`config.mk`:
```
export PLATFORM = sky130hd
export DESIGN_NAME = key_debounce_pulse
export DESIGN_NICKNAME = d
export VERILOG_FILES = /design/src/rtl/key_debounce_pulse.sv
export SDC_FILE = /design/constraint.sdc
export NUM_CORES = 1
export LEC_CHECK = 0
export ABC_AREA = 1
export CORE_MARGIN = 2
export CORE_UTILIZATION = 38
export CTS_CLUSTER_SIZE = 20
export DETAILED_ROUTE_END_ITERATION = 12
export GPL_TIMING_DRIVEN = 0
export PLACE_DENSITY_LB_ADDON = 0.3
export SLEW_MARGIN = 20
export SYNTH_ARGS = -nofsm -noshare
export SYNTH_HDL_FRONTEND = slang
export SYNTH_SLANG_ARGS = --single-unit
```
`constraint.sdc`:
```
create_clock -name CLK -period 1.8 [get_ports CLK]
set_input_delay 0.18 -clock CLK [delete_from_list [all_inputs] [get_ports CLK]]
set_output_delay 0.18 -clock CLK [all_outputs]
set_load 0.02 [all_outputs]
```
`src/rtl/key_debounce_pulse.sv`:
```
// Push-button conditioner: 2-flop synchronizer, 4-state debounce FSM with a stability
// counter, and registered single-cycle press/release pulses plus a debounced level.
module key_debounce_pulse #(
  parameter int unsigned CNT_MAX    = 1000000,
  parameter int unsigned CNT_W      = 20,
  parameter bit          ACTIVE_LOW = 1'b1
) (
  input  logic CLK,
  input  logic rst_n,
  input  logic iKey,
  output logic oKeyState,
  output logic oPressPulse,
  output logic oReleasePulse
);

  localparam logic             REL_LVL  = ACTIVE_LOW;
  localparam logic [CNT_W-1:0] CNT_LAST = CNT_W'(CNT_MAX - 1);

  typedef enum logic [1:0] {
    StIdle,
    StPressWait,
    StPressed,
    StReleaseWait
  } state_e;

  state_e           state_q, state_d;
  logic [CNT_W-1:0] cnt_q, cnt_d;
  logic             s1_q, s2_q;
  logic             key_q, key_d;
  logic             press_q, press_d;
  logic             release_q, release_d;
  logic             k;

  // Synchronizer resets to the released level so a held key is seen as a fresh press.
  always_ff @(posedge CLK or negedge rst_n) begin
    if (!rst_n) begin
      s1_q <= REL_LVL;
      s2_q <= REL_LVL;
    end else begin
      s1_q <= iKey;
      s2_q <= s1_q;
    end
  end

  assign k = s2_q ^ ACTIVE_LOW;

  always_ff @(posedge CLK or negedge rst_n) begin
    if (!rst_n) begin
      state_q   <= StIdle;
      cnt_q     <= '0;
      key_q     <= 1'b0;
      press_q   <= 1'b0;
      release_q <= 1'b0;
    end else begin
      state_q   <= state_d;
      cnt_q     <= cnt_d;
      key_q     <= key_d;
      press_q   <= press_d;
      release_q <= release_d;
    end
  end

  always_comb begin
    state_d   = state_q;
    cnt_d     = cnt_q;
    key_d     = key_q;
    press_d   = 1'b0;
    release_d = 1'b0;
    case (state_q)
      StIdle: begin
        cnt_d = '0;
        key_d = 1'b0;
        if (k) begin
          state_d = StPressWait;
        end
      end
      StPressWait: begin
        if (!k) begin
          state_d = StIdle;
          cnt_d   = '0;
        end else if (cnt_q == CNT_LAST) begin
          state_d = StPressed;
          cnt_d   = '0;
          press_d = 1'b1;
          key_d   = 1'b1;
        end else begin
          cnt_d = cnt_q + CNT_W'(1);
        end
      end
      StPressed: begin
        cnt_d = '0;
        key_d = 1'b1;
        if (!k) begin
          state_d = StReleaseWait;
        end
      end
      StReleaseWait: begin
        if (k) begin
          state_d = StPressed;
          cnt_d   = '0;
        end else if (cnt_q == CNT_LAST) begin
          state_d   = StIdle;
          cnt_d     = '0;
          release_d = 1'b1;
          key_d     = 1'b0;
        end else begin
          cnt_d = cnt_q + CNT_W'(1);
        end
      end
      default: begin
        state_d = StIdle;
        cnt_d   = '0;
        key_d   = 1'b0;
      end
    endcase
  end

  assign oKeyState     = key_q;
  assign oPressPulse   = press_q;
  assign oReleasePulse = release_q;

endmodule

```
**After elaboration in Yosys (flattened, before gate mapping)**

Cells that the tools add are included.

- Bits in registers: 27
- Input bits: 3
- Word-level logic and storage cells: 45
- Output and inout bits: 3

- Equality and inequality tests: 12
- Add/sub/neg operators: 1
- Reduce and logical (&&, ||, !) cells: 4
- Muxes and demuxes: 21

Operator list:

| cell | number |
|---|---|
| $mux W20 | 3 |
| $pmux W20 S3 | 1 |
| $add A20 B1 Y20 const B | 1 |
| $eq A20 B20 Y1 const B | 1 |
| $mux W2 | 6 |
| $ne A2 B2 Y1 const B | 6 |
| $mux W1 | 9 |
| $pmux W2 S4 | 1 |
| $reduce_and A4 Y1 | 2 |
| $ne A3 B3 Y1 const B | 2 |
| $eq A2 B2 Y1 const B | 2 |
| $pmux W1 S4 | 1 |
| $eq A2 B1 Y1 const B | 1 |
| $logic_not A2 Y1 | 1 |
| $reduce_or A2 Y1 | 1 |

**Depth between registers and ports, before layout**

- Word-level depth: 4
- Mapped depth: 9
- Mapped depth without buffers: 9

**Worst setup path after synthesis**

Ideal clock, no wire load.

- Path type: register to register
- Start: register cnt_q[0]
- End: register cnt_q[17]
- Stages on the path, launching flop included: 8
- Setup time: 120 ps
- Data required time: 1,680 ps
- Data arrival time: 1,314 ps
- Path slack: 366 ps
- Clock period less this slack: 1,434 ps
- Buffers on the path: 0
- Cell sequence: dfrtp_1 > ha_1 > nand3_2 > nor2_2 > nand3_4 > nand2_4 > nand2_4 > and3b_1

- Cells in the longest elaborated chain, start to end: 4
- Elaborated cells on any way between the ends: 6
- Those cells by class: 1 x add/sub; 1 x eq/ne; 4 x mux

Ends and longest elaborated chain:

| what | line | text |
|---|---|---|
| from (decl) | 27 | `logic [CNT_W-1:0] cnt_q, cnt_d;` |
| from (signal assigned) | 56 | `cnt_q <= cnt_d;` |
| $add A20 B1 Y20 or $eq A20 B20 Y1 (tied branches) | -- |  |
| $mux W20 * | 81, 101 |  |
| $mux W20 (on tied branches) | 98, 78 |  |
| $pmux W20 S3 * | 69 | `case (state_q)` |
| net cnt_d[17] | 27 |  |

Mark *: on every way through the listed nets, which the timed path passes. The rest lies on a longest branch.
A chain may end at the register's enable or synchronous reset.

**Worst setup path after layout**

- Start: register cnt_q[0]
- End: register cnt_q[2]

The elaborated chain is that of the path after synthesis.

==> out/qor.yml <==
global_route:
  grt_overflow: 0
  grt_max_degree: 28
  grt_usage_pct: 15.3
  grt_pass1_wl_um: 5290
  grt_pass1_vias: 1152
  antenna_found_initial: 0
placement:
  place_hpwl_um: 2180
  numPortBuffers: 5
  gp_congestion: 0.840
  place_area_mm2: 0.00168
worst_setup_path:
  crit_type: "flop to flop"
  required_ps: 1960
  reg2reg_from: "cnt_q[0]$_DFF_PN0_"
  reg2reg_setup_slack_ps: 190
  crit_fanout: 10
  start_kind: "flop"
  rr_endpoint: "cnt_q[2]$_DFF_PN0_"
  cp.arrival_ps: 1770
  r2r_cells: 7
  critPathCaptureType: "flop"
pwr:
  power_leakage_nw: 0.740
  power.density_mw_per_mm2: 870
  p_sw_mw: 0.514
  p_int_mw: 0.994
  power.clock.fraction_pct: 22.3
  p_sw_share_pct: 34.1
  pwr-share-seq_pct: 47.0
  irDropWorstVdd_uv: 521
  comb_power_share_pct: 30.7
timing:
  slew_violations: 0
  hold_ws_ps: 306
  hold_violations: 0
  tns_ps: 0
  max_freq_ghz: 0.620
  fin_crit_sh_pct: 89.6
  rsz0062_at_grt: "false"
  tightest_slew_ps: 595
  min_period_ps: 1610
  setup_violations: 0
  slew_headroom_pct: 60.3
  finClkSkew_ps: 3.05
route:
  drt-vias-per-instance: 4.85
  vias: 1163
  drc: 0
  drt_iter0_drc: 58
  firstDrtPassIters: 4
  wirelength_um: 2950
  final_antenna_net_count: 0
  avgRoutedWirePerCell_um: 12.3
cells_and_area:
  final_area_mm2: 0.00173
  syn2layout_area_growth_pct: 10.4
  diodes: 0
  drive_above_1_share_pct: 16.3
  ff_latch_area_um2: 678
  nets: 200
  final_util_pct: 43.4
  multi_input_area_um2: 783
  fill_cells: 391
  final_cell_mix: "31 x nand2_1, 25 x dfrtp_1, 19 x inv_1"
  final_common_cell: "nand2_1"
logic_synthesis:
  synth_adder_area_share_pct: 4.78
  ys_seq_area_share_pct: 43.2
  synth_top_area_share_pct: 39.8
  synth_top_area_cell: "dfrtp_1"
  synth_compound_area_share_pct: 8.04
  synth_top_family_by_area: "simple AND/OR/NAND/NOR gates"
  synth_edf_count: 0
  avgSynthCellArea_um2: 8.73
  synthXorXnorAreaFrac_pct: 6.69
  synthSimpleGateAreaFrac_pct: 29.7
  ys_warn_count: 0
  synthFlopType: "dfrtp_1"
  async_reset_ff_share_pct: 100
  netlist_area_mm2: 0.00157
  ys_top_cells_by_area: "dfrtp_1 40%, nand2_1 7.4%, a21oi_1 5.4%, xor2_1 5.0%, ha_1 4.8%"
  synth_cell_types: 30
  synth_cells: 180
  synth.area.mux_share_pct: 0.637
  ys_seq_elements: 27
  syn_nets: 189
min_path:
  worstHoldStart: "iKey"
  worstHoldPathCells: 1
  hold_path.class: "input pin to flop"
  min_to: "s1_q$_DFF_PN1_"
clock_network:
  cts_tree: "built"
  cts_buffers: 3
  cts.path.max_buffers: 2
  clockRootBuffer: "clkbuf_8"
  clkTransAtPathRegs_ps: 90
  htreeDepth: 1
  clock-sinks: 27
  clk_latency_ps: 270
floorplanning:
  die_w_um: 68.3
  fp-row-count: 23
  dieHeight_um: 68.3
  io_pins: 6
  die-area_mm2: 0.00467
  initial_core_util_pct: 39.3
  core-area_mm2: 0.00400
run:
  drv_cap: 0
status:
  status: "completed"
power groups by stage:
| stage | clock network [mW] | logic, mW | registers, mW |
|---|---|---|---|
| finish | 0.337 | 0.463 | 0.708 |
| global route | 0.375 | 0.544 | 0.719 |
| CTS | 0.354 | 0.472 | 0.710 |
| detailed placement | 0 | 0.469 | 0.721 |
| global placement | 0 | 0.466 | 0.723 |
| floorplan | 0 | 0.338 | 0.725 |
state kept, by name (all words and copies together) (netlist names), named ones only:
signal,flops
oReleasePulse,1
cnt_q,20
s2_q,1
oKeyState,1
state_q,1
s1_q,1
oPressPulse,1
per-layer routing:
metal | GRT usage, % | routed length (um) | share of wire (%)
met5 | 0 | 0 | 0
met4 | 5.75 | 44 | 1.5
met3 | 2.47 | 66 | 2.2
met2 | 23.3 | 1330 | 45
met1 | 21.7 | 1510 | 51
kinds of logic (layout without fill, tap and decap cells):
logic type / count (synthesis) / count (layout)
AOI/OAI and AO/OA: 24 / 24
xor gates and xnor gates: 12 / 12
adders and majority gates: 6 / 6
buffers and inverters: 24 / 34
DFF: 27 / 27
muxes: 1 / 1
and+or+nand+nor: 86 / 86
through the flow:
step	power (mW)	std cells	worst slack, ps
CTS	1.54	240	162
global route	1.64	240	45.9
global placement	1.19	235	136
detailed placement	1.19	235	176
floorplan	1.06	180	366
finish	1.51	240	188
synth_stat cells, types with 4 or more instances:
master and n:
xor2_1 9, nand3_2 4, nand3_1 8, dfrtp_1 25, inv_1 19, a21oi_1 17, nor2_1 18, o21ai_0 4
nand4_1 6, nor2_2 6, ha_1 6, nand2_1 31
critical path, stage by stage (launching register included):
cell and delay (ps):
dfrtp_1 380, ha_1 210, nand3_2 150, nor2_2 180, nand3_4 140, nand3_4 150, buf_4 210, a21oi_1 80
layout make-up:
type | count | share of cell area (%)
repair buffers | 6 | 3.17
well taps | 50 | 3.61
flip-flops and latches | 27 | 39.1
plain buffers | 4 | 2.02
multi-input cells | 129 | 45.2
clock buffers | 4 | 2.60
inverters | 20 | 4.33
worst max path at each step:
| stage | startpoint | to | slack (ps) | cells past startpoint |
|---|---|---|---|---|
| global placement | rst_n | oPressPulse$_DFF_PN0_ | 140 | 1 |
| CTS | cnt_q[0]$_DFF_PN0_ | cnt_q[2]$_DFF_PN0_ | 160 | 7 |
| global route | cnt_q[0]$_DFF_PN0_ | cnt_q[4]$_DFF_PN0_ | 50 | 7 |
| detailed placement | cnt_q[0]$_DFF_PN0_ | cnt_q[2]$_DFF_PN0_ | 180 | 7 |
| floorplan | cnt_q[0]$_DFF_PN0_ | cnt_q[17]$_DFF_PN0_ | 370 | 7 |
| finish | cnt_q[0]$_DFF_PN0_ | cnt_q[2]$_DFF_PN0_ | 190 | 7 |
what timing repair did:
action,CTS,global route
setup buffers,0,0
hold buffers,1,0
endpoints found under the setup margin,0,0
endpoints found under the hold margin,25,0
gates resized for setup,0,0
Note: power is estimated with default switching activity, not from simulation.
